[config.mk]
export PLATFORM = sky130hd
export DESIGN_NAME = pipeline_hazard_ctrl
export DESIGN_NICKNAME = d
export VERILOG_FILES = /design/src/rtl/hazard_pkg.sv /design/src/rtl/hazard_div_tracker.sv /design/src/rtl/pipeline_hazard_ctrl.sv
export SDC_FILE = /design/constraint.sdc
export NUM_CORES = 1
export LEC_CHECK = 0
export BUFFER_PORTS_ARGS = -buffer_cell sky130_fd_sc_hd__buf_2
export CORE_UTILIZATION = 44
export DETAILED_ROUTE_END_ITERATION = 6
export GPL_ROUTABILITY_DRIVEN = 1
export PLACE_DENSITY = 0.84
export SYNTH_ARGS = -nofsm -noshare
export SYNTH_HDL_FRONTEND = slang
export SYNTH_HIERARCHICAL = 1
export SYNTH_SLANG_ARGS = --single-unit
[constraint.sdc]
create_clock -name clk_i -period 3.2 [get_ports clk_i]
set_clock_uncertainty 0.2 [all_clocks]
set_input_delay 0.48 -clock clk_i [delete_from_list [all_inputs] [get_ports clk_i]]
set_output_delay 0.48 -clock clk_i [all_outputs]
set_load 0.01 [all_outputs]
[src/rtl/hazard_pkg.sv]
// Shared types for the pipeline hazard controller: forward selects, result-source
// encoding and the divide-tracker state.
package hazard_pkg;

  typedef enum logic [1:0] {
    FWD_NONE = 2'b00,
    FWD_W    = 2'b01,
    FWD_M    = 2'b10
  } forward_sel_t;

  typedef enum logic {
    IDLE     = 1'b0,
    DIV_BUSY = 1'b1
  } div_state_t;

  localparam logic [1:0] RESULT_SRC_LOAD = 2'b01;

endpackage

[src/rtl/hazard_div_tracker.sv]
// Tracks a multi-cycle divide sitting in E: holds the pipe for DIV_CYCLES-1 cycles
// and pulses done on the last one. Memory stalls freeze the whole tracker.
module hazard_div_tracker
  import hazard_pkg::*;
#(
  parameter int DIV_CYCLES = 32
) (
  input  logic clk_i,
  input  logic rst_n_i,
  input  logic start_i,
  input  logic memstall_i,
  output logic divstall_o,
  output logic busy_o,
  output logic done_o
);

  localparam int CW = $clog2(DIV_CYCLES);

  div_state_t    state_q, state_d;
  logic [CW-1:0] cnt_q, cnt_d;

  always_ff @(posedge clk_i or negedge rst_n_i) begin
    if (!rst_n_i) begin
      state_q <= IDLE;
      cnt_q   <= '0;
    end else begin
      state_q <= state_d;
      cnt_q   <= cnt_d;
    end
  end

  // Start cycle counts as the first of DIV_CYCLES, and the cnt==0 cycle as the last.
  always_comb begin
    state_d    = state_q;
    cnt_d      = cnt_q;
    divstall_o = 1'b0;
    done_o     = 1'b0;
    case (state_q)
      IDLE: begin
        divstall_o = start_i;
        if (start_i && !memstall_i) begin
          state_d = DIV_BUSY;
          cnt_d   = CW'(DIV_CYCLES - 2);
        end
      end
      DIV_BUSY: begin
        if (cnt_q != '0) begin
          divstall_o = 1'b1;
          if (!memstall_i) cnt_d = cnt_q - CW'(1);
        end else if (!memstall_i) begin
          done_o  = 1'b1;
          state_d = IDLE;
        end
      end
      default: state_d = IDLE;
    endcase
  end

  assign busy_o = (state_q == DIV_BUSY);

endmodule

[src/rtl/pipeline_hazard_ctrl.sv]
// Five-stage pipeline hazard unit: operand forwarding, load-use/divide/memory stalls
// and flushes. Optional perf counters are built when HAZARD_PERF_COUNTERS_EN is defined.
module pipeline_hazard_ctrl
  import hazard_pkg::*;
#(
  parameter int REGISTER_ADDRESS_WIDTH = 5,
  parameter int DIV_CYCLES             = 32,
  parameter int PERF_WIDTH             = 32
) (
  input  logic                              clk_i,
  input  logic                              rst_n_i,
  input  logic [REGISTER_ADDRESS_WIDTH-1:0] Rs1D_i,
  input  logic [REGISTER_ADDRESS_WIDTH-1:0] Rs2D_i,
  input  logic [REGISTER_ADDRESS_WIDTH-1:0] Rs1E_i,
  input  logic [REGISTER_ADDRESS_WIDTH-1:0] Rs2E_i,
  input  logic [REGISTER_ADDRESS_WIDTH-1:0] RdE_i,
  input  logic [1:0]                        ResultSrcE_i,
  input  logic                              DivStartE_i,
  input  logic                              PCSrcE_i,
  input  logic [REGISTER_ADDRESS_WIDTH-1:0] RdM_i,
  input  logic                              RegWriteM_i,
  input  logic                              MemReqM_i,
  input  logic                              MemReadyM_i,
  input  logic [REGISTER_ADDRESS_WIDTH-1:0] RdW_i,
  input  logic                              RegWriteW_i,
  output logic [1:0]                        ForwardAE_o,
  output logic [1:0]                        ForwardBE_o,
  output logic                              StallF_o,
  output logic                              StallD_o,
  output logic                              StallE_o,
  output logic                              StallM_o,
  output logic                              FlushD_o,
  output logic                              FlushE_o,
  output logic                              FlushM_o,
  output logic                              FlushW_o,
  output logic                              DivBusy_o,
  output logic                              DivDoneE_o
`ifdef HAZARD_PERF_COUNTERS_EN
  ,
  output logic [PERF_WIDTH-1:0]             StallCycles_o,
  output logic [PERF_WIDTH-1:0]             FlushCount_o
`endif
);

  localparam int AW = REGISTER_ADDRESS_WIDTH;

  if (DIV_CYCLES < 2 || PERF_WIDTH < 1) begin : g_cfg_err
    $error("pipeline_hazard_ctrl: DIV_CYCLES must be >= 2 and PERF_WIDTH >= 1");
  end

  logic memstall, divstall, lwstall, div_busy, div_done;
  forward_sel_t fwd_a, fwd_b;

  function automatic forward_sel_t fwd_sel(input logic [AW-1:0] rs,
                                           input logic [AW-1:0] rd_m, input logic we_m,
                                           input logic [AW-1:0] rd_w, input logic we_w);
    if (we_m && rd_m != '0 && rd_m == rs)      return FWD_M;
    else if (we_w && rd_w != '0 && rd_w == rs) return FWD_W;
    else                                       return FWD_NONE;
  endfunction

  assign fwd_a    = fwd_sel(Rs1E_i, RdM_i, RegWriteM_i, RdW_i, RegWriteW_i);
  assign fwd_b    = fwd_sel(Rs2E_i, RdM_i, RegWriteM_i, RdW_i, RegWriteW_i);
  assign memstall = MemReqM_i & ~MemReadyM_i;

  hazard_div_tracker #(.DIV_CYCLES(DIV_CYCLES)) u_div (
    .clk_i      (clk_i),
    .rst_n_i    (rst_n_i),
    .start_i    (DivStartE_i),
    .memstall_i (memstall),
    .divstall_o (divstall),
    .busy_o     (div_busy),
    .done_o     (div_done)
  );

  // Load-use is only a separate hazard when nothing bigger is already holding E.
  assign lwstall = (ResultSrcE_i == RESULT_SRC_LOAD) && (RdE_i != '0) &&
                   ((RdE_i == Rs1D_i) || (RdE_i == Rs2D_i)) && !memstall && !divstall;

  // Every output is forced low while reset is held, combinational paths included.
  always_comb begin
    ForwardAE_o = rst_n_i ? fwd_a : FWD_NONE;
    ForwardBE_o = rst_n_i ? fwd_b : FWD_NONE;
    StallF_o    = rst_n_i & (memstall | divstall | lwstall);
    StallD_o    = StallF_o;
    StallE_o    = rst_n_i & (memstall | divstall);
    StallM_o    = rst_n_i & memstall;
    FlushW_o    = StallM_o;
    FlushM_o    = rst_n_i & divstall & ~memstall;
    FlushE_o    = rst_n_i & (lwstall | PCSrcE_i) & ~memstall & ~divstall;
    FlushD_o    = rst_n_i & PCSrcE_i & ~memstall;
    DivBusy_o   = rst_n_i & div_busy;
    DivDoneE_o  = rst_n_i & div_done;
  end

`ifdef HAZARD_PERF_COUNTERS_EN
  logic [PERF_WIDTH-1:0] stall_cnt_q, stall_cnt_d, flush_cnt_q, flush_cnt_d;

  always_comb begin
    stall_cnt_d = stall_cnt_q;
    flush_cnt_d = flush_cnt_q;
    if (StallF_o && !(&stall_cnt_q))              stall_cnt_d = stall_cnt_q + 1'b1;
    if ((FlushD_o || FlushE_o) && !(&flush_cnt_q)) flush_cnt_d = flush_cnt_q + 1'b1;
  end

  always_ff @(posedge clk_i or negedge rst_n_i) begin
    if (!rst_n_i) begin
      stall_cnt_q <= '0;
      flush_cnt_q <= '0;
    end else begin
      stall_cnt_q <= stall_cnt_d;
      flush_cnt_q <= flush_cnt_d;
    end
  end

  assign StallCycles_o = stall_cnt_q;
  assign FlushCount_o  = flush_cnt_q;
`endif

endmodule
==> summary.md, run 1 <==
| Metric | Value |
|---|---|
| Run status | complete, no violations |
| Unrepaired setup endpoints after global routing | no |
| Clock group share of total power | 0.139 |
| Core box area | 1780 um2 |
| XOR/XNOR Fraction of Synth Area | 0.302 |
| Number of global-route vias before repair | 936 |
| Lkg Pwr | 0.593 nW |
| Total power | 495 uW |
| Proportion of layout cells with a drive suffix above 1 | 0.408 |
| Number of gates resized after cts | 0 |
| Power Internal | 286 uW |
| Number of antenna violations at the first check in global routing | 0 |
| Area fraction in and, or, nand and nor cells after synthesis | 0.329 |
| Number of max-cap violations | 0 |
| Clock root buffer master | clkbuf_4 |
| Top post-synthesis cells by area | xor2_1 24%, dfrtp_1 17%, xnor2_1 6.0% |
| I/O pin count | 59 |
| Power density normalized to cell area | 407 nW/um2 |
| # port buffers | 58 |
| Part of the total power dissipated in combinational logic | 0.522 |
| Count of nets after finishing | 217 |
| Largest area contributor in the synthesized netlist | xor2_1 |
| GR Util All Layers | 0.228 |
| Switching part of the total power | 0.422 |
| Dominant combinational cell family by area after synthesis | simple AND/OR/NAND/NOR gates |
| RD Place Congestion | 0.844 |
| Reg-to-Reg Start | u_div/cnt_q[0] |
| Sequential group share of total power | 0.339 |
| CTS H-tree lvls | 1 |
| Diodes inserted | 0 |
| Cell Area, Synth | 871 um2 |
| Mapped Nets | 155 |
| Combined area of the multi-input logic cells | 682 um2 |
| Post-CTS clock slew at the launch and capture registers of the worst setup and hold paths | 0.05 ns |
| Yosys top cell area share | 0.241 |
| Share of the clock period used by the worst path after layout | 0.862 |
| Per-instance average area after synthesis | 7.99 um2 |
| Setup slack on the worst flop-to-flop path | 1.51 ns |
| Fmax | 362 MHz |
| Final critical path time including I/O delays and setup | 2.76 ns |
| Die Span X | 46.5 um |
| Worst Setup Path Type | input port to primary output |
| Total gr overflow | 0 |
| Met3 global-route usage | 0.0353 |
| Wire length of the first global-routing pass | 3560 um |
| Total number of vias | 1026 |
| Worst rel slew slack | 0.718 |
| Adder and majority cell fraction of the synthesized area | 0.0144 |
| Maximum fanout count along the critical path | 2 |
| Net switching power | 209 uW |
| Critical path startpoint category | input port |
| Measured slew at the worst slew-check pin | 0.420 ns |
| Iteration count of the initial detailed-routing pass | 4 |
| Area added between synthesis and finish | 39.7% |
| Clock network latency to the later pin of the worst-skew pair | 0.24 ns |
| Fill cell count | 143 |
| Yosys cell types | 36 |
| Effective utilization at floorplan | 0.488 |
| Beginning of the critical path | rst_n_i |
| Setup_tns | 0 ns |
| Largest net degree at the start of global routing | 18 |
| Grt peak-use layer | met2 |
| Max VDD drop | 0.330 mV |
| Met2 global-route usage | 0.453 |
| Initial detailed-routing violation count | 12 |
| Routed length per placed instance | 12.8 um |
| Clock tree from TritonCTS | yes |
| Routed wire length | 2470 um |
| Die H | 46.5 um |
| Top library cells by usage in the layout, fill and taps aside | 58 x buf_2, 24 x xor2_1, 8 x nor2_1 |
| Number of core rows | 15 |
| Type of the tightest min-delay check | register to register |
| Data required time of the critical path | 2.52 ns |
| Met1 routing resource usage after global routing | 0.233 |
| Final HPWL DP | 2080 um |
| Endpoint arrival time on the critical path | 2.08 ns |
| Area enclosed by the die boundary | 2160 um2 |
| Endpoint kind of the worst setup timing path | primary output |
| Yosys reg bits | 6 |
| Sequential element share of the synthesized area | 0.172 |
| Most common cell after layout, fill and taps aside | buf_2 |
| Max-slew violation count | 0 |
| Number of setup violations in the final report | 0 |
| Maximum buffer depth of the clock tree | 2 |
| Final routed DRC violation total | 0 |
| Hold wc startpoint | u_div/cnt_q[0] |
| Yosys synthesis warning count | 6 |
| Final count of hold timing violations | 0 |
| Clock Sink Count | 6 |
| Sequential cell area | 150 um2 |
| Share of cell area taken by muxes after synthesis | 0 |
| TritonCTS Buffers | 3 |
| Detail-routed via count per cell | 5.29 |
| Antenna-violating nets left | 0 |
| Post-synthesis instance total | 109 |
| Share of the synthesized area in compound gates (AO/OA/AOI/OAI) | 0.138 |
[stage by stage]
stage,cell area (um2),worst slack (ns),utilization,hold slack (ns),cells
6_report,1220,0.441,0.682,0.361,194
2_1_floorplan,871,0.833,-,-0.0156,109
3_3_place_gp,1180,0.746,0.664,0.243,190
5_1_grt,1220,0.340,0.682,0.414,194
3_5_place_dp,1180,0.714,0.664,0.247,190
4_1_cts,1220,0.421,0.682,0.359,194
[state kept, by name (all words and copies together), names as in the netlist]
signal / cells
u_div/cnt_q: 5
u_div/busy_o: 1
[power by group through the flow]
stage               sequential [mW]  clock [mW]  combinational, mW
global placement              0.165           0              0.245
global route                  0.173      0.0763              0.289
CTS                           0.167      0.0723              0.260
floorplan                     0.150           0              0.186
detailed placement            0.168           0              0.257
finish                        0.168      0.0686              0.258
[synth_stat cells]
cell / number
a21oi_1: 1
a221o_1: 1
a22oi_1: 1
and2_1: 5
buf_2: 1
buf_4: 2
clkbuf_1: 1
dfrtp_1: 6
ha_1: 1
inv_1: 3
inv_2: 1
nand2_1: 7
nand3_1: 6
nand4_1: 1
nor2_1: 8
nor2b_1: 4
nor3_1: 3
nor4_1: 3
nor4_2: 2
nor4b_1: 1
nor4b_4: 1
o211a_1: 1
o211ai_1: 2
o21ai_0: 5
o21ai_1: 1
o21ai_2: 1
o21bai_1: 1
o22a_1: 1
o311ai_1: 1
o41ai_1: 1
or2_1: 1
or3_1: 1
or4_1: 3
or4_4: 1
xnor2_1: 6
xor2_1: 24
[worst paths after layout]
| path | endpoint | cells past startpoint |
|---|---|---|
| max in group asynchronous | u_div/cnt_q[1] | 3 |
| min in group asynchronous | u_div/cnt_q[2] | 3 |
| worst max register to register | u_div/cnt_q[3] | 5 |
| worst min-delay path | u_div/cnt_q[0] | 1 |
| worst max-delay path | ForwardAE_o[0] | 6 |
| worst min register to register | u_div/cnt_q[0] | 1 |
[critical path, stage by stage]
cell and delay, ns:
dlygate4sd3_1 0.52, buf_2 0.11, o211ai_1 0.10, or4_1 0.57, nor4_2 0.14, buf_2 0.16
[cell families (layout without fill, tap and decap cells)]
kind of cell	after synthesis	in the layout
AND/OR/NAND/NOR	47	47
XOR/XNOR	30	30
AO/OA/AOI/OAI	17	17
buffers and inverters	8	68
flip-flops	6	6
adder cells (fa/ha/maj)	1	1
[layout make-up]
class                           count  area share
Clock buffer                        3      0.0185
Inverter                            4      0.0123
Multi-Input combinational cell     95       0.561
Sequential cell                     6       0.123
Tap cell                           25      0.0257
Timing Repair Buffer               61       0.259
[what timing repair did]
item | 4_1_cts | 5_1_grt
hold endpoints to repair | 6 | 0
buffers inserted | 0 | 0
hold buffers | 1 | 0
[per-layer routing]
| metal | share of wire | vias up |
|---|---|---|
| met1 | 0.41 | 472 |
| met3 | 0.063 | 4 |
| met2 | 0.52 | 43 |
| li1 | - | 507 |
| met5 | 0 | - |
| met4 | 0.0097 | 0 |
Note: power is estimated with default switching activity, not from simulation.
==> inputs of run 2 (changes only) <==
Settings changed: CORE_UTILIZATION 44 to 37, MAX_ROUTING_LAYER set to met4, PLACE_DENSITY 0.84 to 0.75.
Clock period 3.2 ns to 2.25 ns, I/O delays scaled along.
==> run 2 against run 1 <==
The run now ends with setup timing left. Routed wire length up 10%. Combinational power increased by 100%. Clock power rose by 49%. Hold slack got worse by 0.016 ns. Largest cell class unchanged.
==> summary.md, run 2 (synthesis gave the netlist of run 1 again) <==
| Metric | Value |
|---|---|
| Detailed-routed wire length on met2 | 1390 um (+7.8%) |
| Detail-routed via count per cell | 5.16 (-2.4%) |
| Endpoint arrival time on the critical path | 1.73 ns (-0.35 ns) |
| Lkg Pwr | 0.651 nW (+9.8%) |
| Largest stage delay, worst path | 0.39 ns (-0.18 ns) |
| Die Span X | 50.5 um (+8.7%) |
| Critical-path cell list | inv_2, ha_4, nor4b_4, a21oi_2, nor2_2, nor2b_1, o21bai_4, buf_6 |
| Share of the clock period used by the worst path after layout | 1.01 |
| Unrepaired setup endpoints after global routing | yes |
| GR Util All Layers | 0.232 (+0.00436) |
| Final routed DRC violation total | 0 (unchanged) |
| Worst Hold Margin | 0.345 ns (-0.0164 ns) |
| Routed wire length | 2720 um (+10%) |
| Post-placement setup slack | 0.0328 ns (-0.681 ns) |
| Number of core rows | 17 (+2) |
| Setup_tns | -0.0432 ns (-0.0432 ns) |
| Core box area | 2210 um2 (+24%) |
| Area added between synthesis and finish | 56.3% |
| Maximum fanout count along the critical path | 3 (+1) |
| Measured slew at the worst slew-check pin | 0.338 ns (-0.0812 ns) |
| Iteration count of the initial detailed-routing pass | 5 (+1) |
| Detailed-routing wirelength on met1 | 1080 um (+8.1%) |
| TritonCTS Buffers | 3 (unchanged) |
| Proportion of layout cells with a drive suffix above 1 | 0.492 (+0.0833) |
| # port buffers | 58 (unchanged) |
| Clock Sink Count | 6 (unchanged) |
| Final worst slack | -0.0195 ns (-0.461 ns) |
| Final critical path time including I/O delays and setup | 2.27 ns |
| Violated checks | setup timing |
| Critical path startpoint category | register |
| Total gr overflow | 0 (unchanged) |
| RD Place Congestion | 0.859 (+1.8%) |
| DP Area | 1200 um2 (+1.6%) |
| Clock root buffer master | clkbuf_4 |
| Antenna-violating nets left | 0 (unchanged) |
| Buf+Inv Stages, Crit Path | 2 (-1) |
| Fmax | 441 MHz |
| Worst rel slew slack | 0.772 (+0.0548) |
| Switching part of the total power | 0.419 (-0.00282) |
| Post-Route Utilization | 0.615 (-0.0667) |
| Power Internal | 505 uW (+77%) |
| Number of antenna violations at the first check in global routing | 0 (unchanged) |
| Post-CTS clock slew at the launch and capture registers of the worst setup and hold paths | 0.04 ns (about the same) |
| Part of the total power dissipated in combinational logic | 0.604 (+0.082) |
| Finished Cell Area | 1360 um2 (+12%) |
| Type of the tightest min-delay check | input port to register |
| Most flops, register | u_div/cnt_q |
| Fill cell count | 192 (+34%) |
| Sequential cell area | 150 um2 (unchanged) |
| Effective utilization at floorplan | 0.394 (-0.0948) |
| Met3 routed WL | 219 um (+39%) |
| Count of nets after finishing | 227 (+4.6%) |
| Combined area of the multi-input logic cells | 736 um2 (+7.9%) |
| Number of setup violations in the final report | 3 (+3) |
| CTS H-tree lvls | 1 (unchanged) |
| Wire length of the first global-routing pass | 4320 um (+21%) |
| Diodes inserted | 0 (unchanged) |
| Clock group share of total power | 0.117 (-0.022) |
| Power density normalized to cell area | 639 nW/um2 (+57%) |
| Max-slew violation count | 0 (unchanged) |
| Slowest cell on the critical path | dfrtp_1 |
| Net switching power | 365 uW (+75%) |
| Top layer reached by signal wires | met4 |
| Endpoint kind of the worst setup timing path | primary output |
| Sequential group share of total power | 0.278 (-0.061) |
| Max VDD drop | 0.551 mV (+67%) |
| Area enclosed by the die boundary | 2550 um2 (+18%) |
| I/O pin count | 59 (unchanged) |
| Number of global-route vias before repair | 1023 (+9.3%) |
| Number of flip-flops in the largest register | 5 (unchanged) |
| Routed length per placed instance | 13.1 um (+3.1%) |
| Largest net degree at the start of global routing | 18 (unchanged) |
| Data required time of the critical path | 1.71 ns (-0.81 ns) |
| Clock tree from TritonCTS | yes |
| Dominant delay contributor by cell family on the critical path | simple AND/OR/NAND/NOR gates |
| Number of max-cap violations | 0 (unchanged) |
| Maximum buffer depth of the clock tree | 2 (unchanged) |
| Run status | finished with violations |
| Total number of vias | 1069 (+4.2%) |
| Final count of hold timing violations | 0 (unchanged) |
| Worst Setup Path Type | register to primary output |
| Most common cell after layout, fill and taps aside | buf_2 |
| Die H | 50.5 um (+8.7%) |
| Clock network latency to the later pin of the worst-skew pair | 0.25 ns (about the same) |
| Initial detailed-routing violation count | 40 (+28) |
| Top library cells by usage in the layout, fill and taps aside | 56 x buf_2, 24 x xor2_1, 12 x buf_4 |
| Final HPWL DP | 2090 um (+0.19%) |
[run 2: final cells by class]
| type | instances | share of cell area |
|---|---|---|
| multi-input combinational | 95 | 0.540 |
| timing repair buffer | 71 | 0.296 |
| sequential | 6 | 0.110 |
| tap | 28 | 0.0257 |
| clock buffer | 3 | 0.0165 |
| inverter | 4 | 0.0110 |
[run 2: worst paths after layout]
path | cells after the start | slack (ns) | endpoint | from
max | 8 | -0.02 | StallD_o | u_div/cnt_q[0]
min | 4 | 0.34 | u_div/cnt_q[0] | DivStartE_i
max reg2reg | 7 | 0.48 | u_div/cnt_q[3] | u_div/cnt_q[0]
min reg2reg | 2 | 0.40 | u_div/cnt_q[4] | u_div/cnt_q[4]
max in group asynchronous | 3 | 1.32 | u_div/cnt_q[0] | rst_n_i
min in group asynchronous | 3 | 0.37 | u_div/cnt_q[3] | rst_n_i
[run 2: layer usage]
metal,vias up,GRT usage
li1,527,-
met1,484,0.252
met2,52,0.402
met3,6,0.0667
met4,0,0.0833
met5,-,-
[run 2: through the flow]
step / cells / total power [mW]
2_1_floorplan: 109 / 0.477
3_3_place_gp: 195 / 0.595
3_5_place_dp: 195 / 0.620
4_1_cts: 203 / 0.807
5_1_grt: 207 / 0.929
6_report: 207 / 0.870
[run 2: worst register-to-register path: cells and delay by family, from the launching register on]
kind / cells / cell delay [ns]
AO/OA/AOI/OAI: 1 / 0.27
adder cells (fa/ha/maj): 1 / 0.13
AND/OR/NAND/NOR: 2 / 0.30
flip-flops: 1 / 0.39
buffers and inverters: 3 / 0.38
[run 2: what timing repair did]
| action | in CTS | in global routing |
|---|---|---|
| pin swaps | 2 | 6 |
| gates cloned | 0 | 0 |
| buffers inserted | 4 | 4 |
| hold buffers | 1 | 0 |
| hold endpoints to repair | 6 | 0 |
| resized for setup | 9 | 6 |
| setup endpoints to repair | 5 | 7 |
[run 2: power groups by stage]
stage	clock, mW	sequential (mW)	combinational (mW)
3_5_place_dp	0	0.240	0.380
2_1_floorplan	0	0.213	0.265
5_1_grt	0.110	0.249	0.570
4_1_cts	0.106	0.238	0.464
6_report	0.102	0.242	0.526
3_3_place_gp	0	0.236	0.360
